<file path="src/rtl/switch_input_pkg.sv">
// Shared register addresses and constants for the switch input controller.
// The optional SWITCH_FORCE_EN build maps FORCE_MASK/FORCE_VAL at addresses 6 and 7.
package switch_input_pkg;
   localparam int MAX_CH          = 32;

   localparam int ADDR_STATE      = 0;
   localparam int ADDR_IRQ_MASK   = 1;
   localparam int ADDR_EDGE_CAP   = 2;
   localparam int ADDR_RISE_EN    = 3;
   localparam int ADDR_FALL_EN    = 4;
   localparam int ADDR_CTRL       = 5;
   localparam int ADDR_FORCE_MASK = 6;
   localparam int ADDR_FORCE_VAL  = 7;

   localparam int CTRL_IRQ_EN_BIT = 0;
endpackage

</file>
<file path="src/rtl/sw_debounce.sv">
// One switch channel: two-flop synchroniser followed by a hold-time debouncer.
module sw_debounce #(
   parameter int DEBOUNCE_CYCLES = 500000
) (
   input  logic clk,
   input  logic reset_n,
   input  logic sw_raw,
   output logic sw_stable
);
   localparam int CNT_W = (DEBOUNCE_CYCLES > 1) ? $clog2(DEBOUNCE_CYCLES) : 1;

   logic             sync_1;
   logic             sync_2;
   logic [CNT_W-1:0] count;

   // A new level is accepted only after it has been seen for DEBOUNCE_CYCLES cycles in a row.
   always_ff @(posedge clk or negedge reset_n) begin
      if (!reset_n) begin
         sync_1    <= 1'b0;
         sync_2    <= 1'b0;
         count     <= '0;
         sw_stable <= 1'b0;
      end else begin
         sync_1 <= sw_raw;
         sync_2 <= sync_1;
         if (sync_2 == sw_stable) begin
            count <= '0;
         end else if (count == CNT_W'(DEBOUNCE_CYCLES - 1)) begin
            sw_stable <= sync_2;
            count     <= '0;
         end else begin
            count <= count + 1'b1;
         end
      end
   end
endmodule

</file>
<file path="src/rtl/switch_input_ctrl.sv">
// Avalon-MM switch front end: debounced levels, sticky edge capture and a level irq.
// Define SWITCH_FORCE_EN to add FORCE_MASK/FORCE_VAL override registers.
module switch_input_ctrl
   import switch_input_pkg::*;
#(
   parameter int NUM_CH          = 10,
   parameter int DEBOUNCE_CYCLES = 500000,
   parameter int DATA_WIDTH      = 32,
   parameter int ADDR_WIDTH      = 3
) (
   input  logic                  clk,
   input  logic                  reset_n,
   input  logic [ADDR_WIDTH-1:0] avs_address,
   input  logic                  avs_read,
   input  logic                  avs_write,
   input  logic [31:0]           avs_writedata,
   output logic [31:0]           avs_readdata,
   output logic                  avs_waitrequest,
   input  logic [NUM_CH-1:0]     sw_in,
   output logic [NUM_CH-1:0]     sw_state,
   output logic                  irq
);
   logic [NUM_CH-1:0] debounced;
   logic [NUM_CH-1:0] prev_state;
   logic [NUM_CH-1:0] irq_mask;
   logic [NUM_CH-1:0] edge_cap;
   logic [NUM_CH-1:0] rise_en;
   logic [NUM_CH-1:0] fall_en;
   logic              ctrl_irq_en;
   logic [NUM_CH-1:0] wdata_ch;
   logic [NUM_CH-1:0] new_edges;
   logic [31:0]       rd_value;
   logic              unused_wdata;

   assign avs_waitrequest = 1'b0;
   assign wdata_ch        = avs_writedata[NUM_CH-1:0];
   assign unused_wdata    = ^{avs_writedata, DATA_WIDTH[0], MAX_CH[0]};

   for (genvar i = 0; i < NUM_CH; i++) begin : g_ch
      sw_debounce #(.DEBOUNCE_CYCLES(DEBOUNCE_CYCLES)) u_debounce (
         .clk       (clk),
         .reset_n   (reset_n),
         .sw_raw    (sw_in[i]),
         .sw_stable (debounced[i])
      );
   end

`ifdef SWITCH_FORCE_EN
   logic [NUM_CH-1:0] force_mask;
   logic [NUM_CH-1:0] force_val;

   always_ff @(posedge clk or negedge reset_n) begin
      if (!reset_n) begin
         force_mask <= '0;
         force_val  <= '0;
      end else if (avs_write) begin
         if (avs_address == ADDR_WIDTH'(ADDR_FORCE_MASK)) force_mask <= wdata_ch;
         if (avs_address == ADDR_WIDTH'(ADDR_FORCE_VAL))  force_val  <= wdata_ch;
      end
   end

   assign sw_state = (force_mask & force_val) | (~force_mask & debounced);
`else
   assign sw_state = debounced;
`endif

   assign new_edges = (sw_state & ~prev_state & rise_en) | (~sw_state & prev_state & fall_en);

   // Edge capture is sticky; a new edge beats a same-cycle W1C clear of that bit.
   always_ff @(posedge clk or negedge reset_n) begin
      if (!reset_n) begin
         prev_state  <= '0;
         irq_mask    <= '0;
         edge_cap    <= '0;
         rise_en     <= '0;
         fall_en     <= '0;
         ctrl_irq_en <= 1'b0;
         irq         <= 1'b0;
      end else begin
         prev_state <= sw_state;
         irq        <= ctrl_irq_en & |(edge_cap & irq_mask);
         if (avs_write && avs_address == ADDR_WIDTH'(ADDR_EDGE_CAP))
            edge_cap <= (edge_cap & ~wdata_ch) | new_edges;
         else
            edge_cap <= edge_cap | new_edges;
         if (avs_write) begin
            if (avs_address == ADDR_WIDTH'(ADDR_IRQ_MASK)) irq_mask    <= wdata_ch;
            if (avs_address == ADDR_WIDTH'(ADDR_RISE_EN))  rise_en     <= wdata_ch;
            if (avs_address == ADDR_WIDTH'(ADDR_FALL_EN))  fall_en     <= wdata_ch;
            if (avs_address == ADDR_WIDTH'(ADDR_CTRL))     ctrl_irq_en <= avs_writedata[CTRL_IRQ_EN_BIT];
         end
      end
   end

   always_comb begin
      rd_value = '0;
      case (avs_address)
         ADDR_WIDTH'(ADDR_STATE):      rd_value[NUM_CH-1:0] = sw_state;
         ADDR_WIDTH'(ADDR_IRQ_MASK):   rd_value[NUM_CH-1:0] = irq_mask;
         ADDR_WIDTH'(ADDR_EDGE_CAP):   rd_value[NUM_CH-1:0] = edge_cap;
         ADDR_WIDTH'(ADDR_RISE_EN):    rd_value[NUM_CH-1:0] = rise_en;
         ADDR_WIDTH'(ADDR_FALL_EN):    rd_value[NUM_CH-1:0] = fall_en;
         ADDR_WIDTH'(ADDR_CTRL):       rd_value[CTRL_IRQ_EN_BIT] = ctrl_irq_en;
`ifdef SWITCH_FORCE_EN
         ADDR_WIDTH'(ADDR_FORCE_MASK): rd_value[NUM_CH-1:0] = force_mask;
         ADDR_WIDTH'(ADDR_FORCE_VAL):  rd_value[NUM_CH-1:0] = force_val;
`endif
         default:                      rd_value = '0;
      endcase
   end

   // Read data is registered and held between reads; it reflects pre-write register contents.
   always_ff @(posedge clk or negedge reset_n) begin
      if (!reset_n)
         avs_readdata <= '0;
      else if (avs_read)
         avs_readdata <= rd_value;
   end
endmodule

</file>
<file path="config.mk">
export PLATFORM = sky130hd
export DESIGN_NAME = switch_input_ctrl
export DESIGN_NICKNAME = d
export VERILOG_FILES = /design/src/rtl/switch_input_pkg.sv /design/src/rtl/sw_debounce.sv /design/src/rtl/switch_input_ctrl.sv
export SDC_FILE = /design/constraint.sdc
export NUM_CORES = 1
export LEC_CHECK = 0
export ABC_AREA = 0
export CAP_MARGIN = 15
export CELL_PAD_IN_SITES_DETAIL_PLACEMENT = 1
export CELL_PAD_IN_SITES_GLOBAL_PLACEMENT = 1
export CORE_MARGIN = 4
export CORE_UTILIZATION = 51
export CTS_CLUSTER_DIAMETER = 150
export DETAILED_ROUTE_END_ITERATION = 10
export PLACE_DENSITY_LB_ADDON = 0.1
export SLEW_MARGIN = 25
export SYNTH_ARGS = -nofsm -noshare
export SYNTH_HDL_FRONTEND = slang
export SYNTH_SLANG_ARGS = --single-unit
</file>
<file path="constraint.sdc">
create_clock -name clk -period 5.55 [get_ports clk]
set_input_delay 1.665 -clock clk [delete_from_list [all_inputs] [get_ports clk]]
set_output_delay 1.665 -clock clk [all_outputs]
set_load 0.03 [all_outputs]
</file>
== Yosys cells after proc, flatten, opt, wreduce, memory -nomap -nowiden ==
Cells that the tools add are included.
Word-level totals
  register bits after elaboration: 282
  output and inout bits: 44
Cells by class
  add/subtract/negate cells: 10
  equality and inequality tests: 25
  mux-type cells: 23
  bitwise operators: 23
  reduce and logical (&&, ||, !) cells: 17
Operators with widths (count)
  19-bit 2-to-1 mux: 20
  19-bit by 1-bit adder with 19-bit output (second input constant): 10
  19-bit == test (second input constant): 10
  10-bit AND: 6
  9-bit one-hot mux with 5 select lines: 1
  10-bit inverter: 3
  10-bit OR: 3
  2-bit AND reduction: 14
  1-bit == test: 10
  10-bit 2-to-1 mux: 1
  1-bit inverter: 10
  10-bit OR reduction: 1
  3-bit by 2-bit == test with 1-bit output (second input constant): 2
  3-bit == test (second input constant): 2
  1-bit one-hot mux with 6 select lines: 1
  3-bit by 1-bit == test with 1-bit output (second input constant): 1
  3-bit logical NOT: 1
  1-bit AND: 1
  1-bit logical AND: 1

== Longest topological paths before layout ==
Gate-level depths: netlist of run 1.
  word-level depth: 6
  depth in mapped cells: 7
  mapped depth without buffers: 5

== By module ==
Synthesis of run 1 repeated with hierarchy kept, for this count alone.
Second synthesis, totals
  cells, all modules: 1314
  area total of the unflattened synthesis: 13869.6 µm²
By module, submodules not included
  sw_debounce at g_ch[0].u_debounce ...: instances 9, cells each 105, area an instance 1079.8 µm², seq. area each 550.5 µm²
  switch_input_ctrl: instances 1, cells each 264, area an instance 3078.0 µm², seq. area each 1551.5 µm²
  sw_debounce at g_ch[4].u_debounce: instances 1, cells each 105, area an instance 1073.5 µm², seq. area each 550.5 µm²

== Worst setup path after synthesis of run 1 ==
Ideal clock, no wire load.
  path type: input to register
  start point: input port avs_address[0]
  end point: register irq_mask[0]
  setup time: 125 ps
  arrival: 2937 ps
  required time: 5425 ps
  setup slack: 2488 ps
  stages: 4
  buffers on the path: 2
  path through: clkbuf_1 > nor4bb_1 > clkbuf_1 > mux2_2
Between the ends
  word-level cells in the longest chain between the ends: 2
RTL lines
  start, declared: RTL line switch_input_ctrl.sv:13  | input logic [ADDR_WIDTH-1:0] avs_address,
  3-bit by 1-bit == test with 1-bit output: RTL line switch_input_ctrl.sv:87  | if (avs_address == ADDR_WIDTH'(ADDR_IRQ_MASK)) irq_mask <= wdata_ch;
  2-bit AND reduction (no source line)
  end signal, assigned: RTL line switch_input_ctrl.sv:87
  end, declared: RTL line switch_input_ctrl.sv:25  | logic [NUM_CH-1:0] irq_mask;
No other way between the ends.
A chain may end at the register's enable or synchronous reset.

== Worst setup path in the final report of run 1 ==
  start point: input port avs_address[2]
  end point: register rise_en[4]
Between the ends
  word-level cells in the longest chain between the ends: 2
RTL lines
  3-bit by 2-bit == test with 1-bit output: RTL line switch_input_ctrl.sv:88  | if (avs_address == ADDR_WIDTH'(ADDR_RISE_EN)) rise_en <= wdata_ch;
  2-bit AND reduction (no source line)
  end signal, assigned: RTL line switch_input_ctrl.sv:88
  end, declared: RTL line switch_input_ctrl.sv:27  | logic [NUM_CH-1:0] rise_en;
No other way between the ends.

==> results.toml, run 1 <==
[grt]
grt_max_degree = 116
met1_usage_pct = 29.8
busiest_layer = "met2"
grtUsageMet2_pct = 37.3
grt_pass1_vias = 10300
antenna_found_initial = 1
grtUsageMet3_pct = 3.17
grt_use_total_pct = 21.8
overflow = 0
grt_pass1_wl_um = 52600

[sta]
clock_skew_ns = 0.0103
max_freq_mhz = 286
relSlewSlack_pct = 38.8
rsz0062_at_grt = "no"
finalSetupTns_ns = 0
maxSlewViolCount = 0
fin_crit_sh_pct = 62.9
setup_viol_count_final = 0
hold_viol = 0
fin_crit_ns = 3.49
tightest_slew_ns = 0.918

[critical_path]
critPathKind = "in2reg"
end_kind = "flop"
start_kind = "input pin"
worst-endpoint-arrival_ns = 3.93
path_max_fanout = 11
worstPathRequired_ns = 5.98

[synthesis]
ys_ff_latch = 282
syn_area_per_cell_um2 = 10.4
ys_dominant_reg_cell = "dfrtp_1"
yosys_warnings = 0
ys_top_cells_by_area = "dfrtp_1 53%, xnor2_1 4.9%, nor2_1 4.7%, mux2_2 3.4%, xor2_1 3.3%"
synth_top_area_share_pct = 52.9
synth-async-reset-ratio_pct = 100
synth_edf_count = 0
ys_seq_area_share_pct = 52.9
synth.distinct_cells = 57
synth_area_um2 = 13300
syn_inst = 1283
synth_area_leader_cell = "dfrtp_1"

[min_path]
min_path_type = "reg2reg"

[layout]
drive_above_1_share_pct = 9.35
antennaDiodeCount = 0
stdcell_count = 1688
area_growth_pct = 13.5
final_nets = 1394
final_common_cell = "dfrtp_1"
final_cell_mix = "282 x dfrtp_1, 167 x nor2_1, 92 x nand2_1"

[drt]
wl_per_cell_um = 18.4
via_per_inst = 5.79
ant_nets = 0
drt_iter0_drc = 517
routed-via-count = 9770
dr.pass1.iters = 4
drc = 0
routed_wl_um = 31100

[place]
hpwl_um = 20500
placedCellCount = 1632
numPortBuffers = 47
place_congestion = 0.787

[power]
powerDensity_nw_per_um2 = 309
total_power_w = 0.00468
peakVddDrop_mv = 0.237
p_leak_nw = 6.16

[clocking]
htreeDepth = 1
cts_resized = 0
clockBufferDepth = 3
cts_tree = "built"
cts_sinks = 282
clk_pin_slew_ns = 0.06
root_buffer = "clkbuf_16"
cts_setup_buffers = 0
ctsHoldBuffers = 0
numCtsBuffers = 31
clk_latency_ns = 0.56

[die]
start_util_pct = 52.4
die_w_um = 170
ioPinCount = 93
fp.dieH_um = 170
core-area_um2 = 25500
die-area_um2 = 28800
fp-row-count = 58

[status]
outcome = "finished clean"

[flow_run]
drv_cap = 0
-- per-stage QoR --
step / setup slack (ns) / utilization [%] / hold WS [ns] / area, um2
6_report: 2.06 / 59.5 / 0.348 / 15200
5_1_grt: 1.95 / 59.5 / 0.355 / 15200
4_1_cts: 2.05 / 59.5 / 0.350 / 15200
3_5_place_dp: 1.55 / 55.4 / 0.336 / 14100
3_3_place_gp: 1.58 / 55.4 / 0.333 / 14100
2_1_floorplan: 2.49 / - / 0.331 / 13400
-- flip-flops by register name (all words and copies together), names as in the netlist --
register / count
avs_readdata: 10
ctrl_irq_en: 1
edge_cap: 10
fall_en: 10
g_ch.u_debounce.count: 190
g_ch.u_debounce.sw_stable: 10
g_ch.u_debounce.sync_1: 10
g_ch.u_debounce.sync_2: 10
irq: 1
irq_mask: 10
prev_state: 10
rise_en: 10
-- cell type report --
class / count / area, um2
Multi-Input combinational cell: 912 / 5830
Clock buffer: 47 / 906
Timing Repair Buffer: 65 / 636
Inverter: 43 / 161
Clock inverter: 9 / 145
Fill cell: 2754 / 10300
Sequential cell: 282 / 7060
Tap cell: 330 / 413
-- critical path, stage by stage --
cell and delay (ns):
clkdlybuf4s50_1 0.57, inv_1 0.44, nand4_1 0.71, mux2_2 0.53
-- logic make-up after synthesis --
group,share of synthesized area [%]
buffers and inverters,4.15
multiplexers,5.14
AND/OR/NAND/NOR,21.7
flip-flops,52.9
other,0.0281
XOR/XNOR,8.20
AO/OA/AOI/OAI,7.01
adder cells (fa/ha/maj),0.937
-- cells in the mapped netlist, types with 10 or more instances --
library cell and instances:
inv_1 41, xnor2_1 74, nand4_1 43, nor2_1 167, o21ai_0 30, ha_1 10
xor2_1 51, and2_1 14, or4_1 30, buf_2 11, mux2_2 40, buf_4 33
nand3_1 59, clkbuf_1 23, nor4_1 25, nand2_1 92, or3_1 31, nor3_1 22
o31ai_1 23, a221oi_1 11, a21oi_1 56, dfrtp_1 282, and4_1 16
-- metal layers --
layer	up-vias	share of wire (%)
met1	5002	45
met5	-	0.039
met3	45	3.0
met4	2	1.9
li1	4615	-
met2	106	50
-- report_power, final --
| part | internal (W) | switching (W) |
|---|---|---|
| sequential | 0.00215 | 0.0000812 |
| clock | 0.00130 | 0.000818 |
| combinational | 0.000138 | 0.000192 |
-- final timing paths --
kind	start	endpoint	slack, ns	cells after the start
min in group asynchronous	reset_n	g_ch[7].u_debounce.count[12]	1.17	1
worst max-delay path	avs_address[2]	rise_en[4]	2.06	4
worst max register to register	g_ch[7].u_debounce.count[0]	g_ch[7].u_debounce.count[0]	3.22	6
worst min register to register	g_ch[3].u_debounce.sync_1	g_ch[3].u_debounce.sync_2	0.35	0
max in group asynchronous	reset_n	g_ch[3].u_debounce.count[0]	3.28	2
worst min-delay path	g_ch[3].u_debounce.sync_1	g_ch[3].u_debounce.sync_2	0.35	0
Power figures use the tool's default switching activity.
==> inputs of run 2 (changes only) <==
--- a/config.mk
+++ b/config.mk
@@ -10,7 +10,7 @@
 export CELL_PAD_IN_SITES_DETAIL_PLACEMENT = 1
 export CELL_PAD_IN_SITES_GLOBAL_PLACEMENT = 1
 export CORE_MARGIN = 4
-export CORE_UTILIZATION = 51
+export CORE_UTILIZATION = 47
 export CTS_CLUSTER_DIAMETER = 150
 export DETAILED_ROUTE_END_ITERATION = 10
 export PLACE_DENSITY_LB_ADDON = 0.1
==> constraint.sdc (replaced) <==
create_clock -name clk -period 3.5 [get_ports clk]
set_input_delay 1.05 -clock clk [delete_from_list [all_inputs] [get_ports clk]]
set_output_delay 1.05 -clock clk [all_outputs]
set_load 0.03 [all_outputs]
==> run 2 against run 1 <==
Against the previous run:
- setup slack worse by 1.4 ns
- highest routed layer unchanged
- cell count up 3.8%
- first-iteration DRC count down 24%
- critical path depth down 3
- critical path type is now reg2out
==> results.toml, run 2 (synthesis gave the netlist of run 1 again) <==
[critical_path]
start_kind = "flop"
cp_cell_sequence = "clkdlybuf4s50_1"
end_kind = "output port"
worstPathRequired_ns = 2.45
ff2ff_path_depth = 5
cpPeakStageDelay_ns = 0.75
reg2reg_from = "g_ch[2].u_debounce.count[15]"
r2r_slack_ns = 1.34
critPathSlowestCell = "clkdlybuf4s50_1"
path_delay_family = "buffers and inverters"
crit_buf_inv = 1
critPathKind = "reg2out"
worst-endpoint-arrival_ns = 1.76
r2r-end = "g_ch[2].u_debounce.count[17]"
path_max_fanout = 7

[clocking]
clk_pin_slew_ns = 0.06
htreeDepth = 2
cts_sinks = 282
root_buffer = "clkbuf_16"
numCtsBuffers = 34
ctsHoldBuffers = 0
clk_latency_ns = 0.50
cts_setup_buffers = 0
clockBufferDepth = 3
cts_tree = "built"
cts_resized = 0

[grt]
grt_pass1_vias = 10300
grt_pass1_wl_um = 52400
grt_max_degree = 80
overflow = 0
antenna_found_initial = 3
grt_use_total_pct = 20.1

[sta]
fin_crit_sh_pct = 80.3
relSlewSlack_pct = 53.9
tightest_slew_ns = 0.687
maxSlewViolCount = 0
setup_viol_count_final = 0
max_freq_mhz = 356
fin_crit_ns = 2.81
holdWs_ns = 0.346
finalSetupTns_ns = 0
hold_viol = 0
rsz0062_at_grt = "no"
clock_skew_ns = 0.0114

[layout]
area_growth_pct = 15.4
top_register = "g_ch.u_debounce.count"
num-fill-cells = 3077
final_nets = 1407
final_cell_mix = "282 x dfrtp_1, 167 x nor2_1, 92 x nand2_1"
regArea_um2 = 7060
largest_register_ffs = 190
final_common_cell = "dfrtp_1"
drive_above_1_share_pct = 10.6
multi_input_area_um2 = 5830

[drt]
routed_wl_um = 30600
routed-via-count = 9769
ant_nets = 0
drc = 0
dr.pass1.iters = 5
via_per_inst = 5.58
drt_iter0_drc = 392
wl_per_cell_um = 17.5

[place]
numPortBuffers = 47
hpwl_um = 20400
place_congestion = 0.798

[min_path]
min_to = "g_ch[1].u_debounce.sync_2"
min_path_type = "reg2reg"
hold_path.startpoint = "g_ch[1].u_debounce.sync_1"
whs_path_depth = 0

[die]
die-area_um2 = 31200
fp.dieH_um = 177
ioPinCount = 93
start_util_pct = 47.8
die_w_um = 177
fp-row-count = 61
core-area_um2 = 27900

[flow_run]
drv_cap = 0

[status]
outcome = "finished clean"

[power]
powerDensity_nw_per_um2 = 495
p_leak_nw = 6.26
peakVddDrop_mv = 0.416
## run 2: layout make-up
type                       instances  share of cell area [%]
multi-input combinational        912                    37.9
clock buffer                      47                    6.58
timing repair buffer              75                    4.70
antenna                            1                  0.0162
sequential                       282                    45.8
inverter                          43                    1.05
clock inverter                    14                   0.886
tap                              378                    3.07
## run 2: how the worst max path moves through the flow
stage / from / end / slack, ns / cells after the start
2_1_floorplan: avs_address[0] / irq_mask[0] / 1.05 / 4
3_3_place_gp: avs_address[2] / fall_en[9] / 0.46 / 6
3_5_place_dp: avs_address[2] / fall_en[8] / 0.42 / 6
4_1_cts: g_ch[4].u_debounce.sw_stable / sw_state[4] / 0.66 / 1
5_1_grt: g_ch[5].u_debounce.sw_stable / sw_state[5] / 0.58 / 1
6_report: g_ch[5].u_debounce.sw_stable / sw_state[5] / 0.69 / 1
## run 2: power by group
| part | leakage (nW) | internal, W | switching, W |
|---|---|---|---|
| Clock | 0.567 | 0.00218 | 0.00139 |
| Sequential | 3.78 | 0.00341 | 0.000125 |
| Combinational | 1.91 | 0.000225 | 0.000302 |
| Total | 6.26 | 0.00582 | 0.00181 |
## run 2: per-layer routing
layer / part of all wire (%) / track usage (%) / wire [um]
met4: 1.8 / 4.58 / 539
met5: 0.085 / 0 / 26
met1: 46 / 27.8 / 14100
met2: 49 / 33.6 / 14900
met3: 3.4 / 3.58 / 1040
## run 2: worst register-to-register path, cell delays in order, from the launching register on
cell	delay (ns)
dfrtp_1	0.40
nand3_1	0.14
or4b_1	0.54
o31ai_2	0.59
buf_4	0.30
a21oi_1	0.07
## run 2: stage by stage
step / instance area, um2 / setup WS, ns / utilization, % / power, W / cells
floorplan: 13400 / 1.05 / - / 0.00387 / 1305
global placement: 14200 / 0.456 / 51.0 / 0.00410 / 1690
detailed placement: 14200 / 0.416 / 51.0 / 0.00412 / 1690
CTS: 15400 / 0.656 / 55.1 / 0.00774 / 1751
global route: 15400 / 0.579 / 55.1 / 0.00797 / 1752
finish: 15400 / 0.688 / 55.1 / 0.00763 / 1752
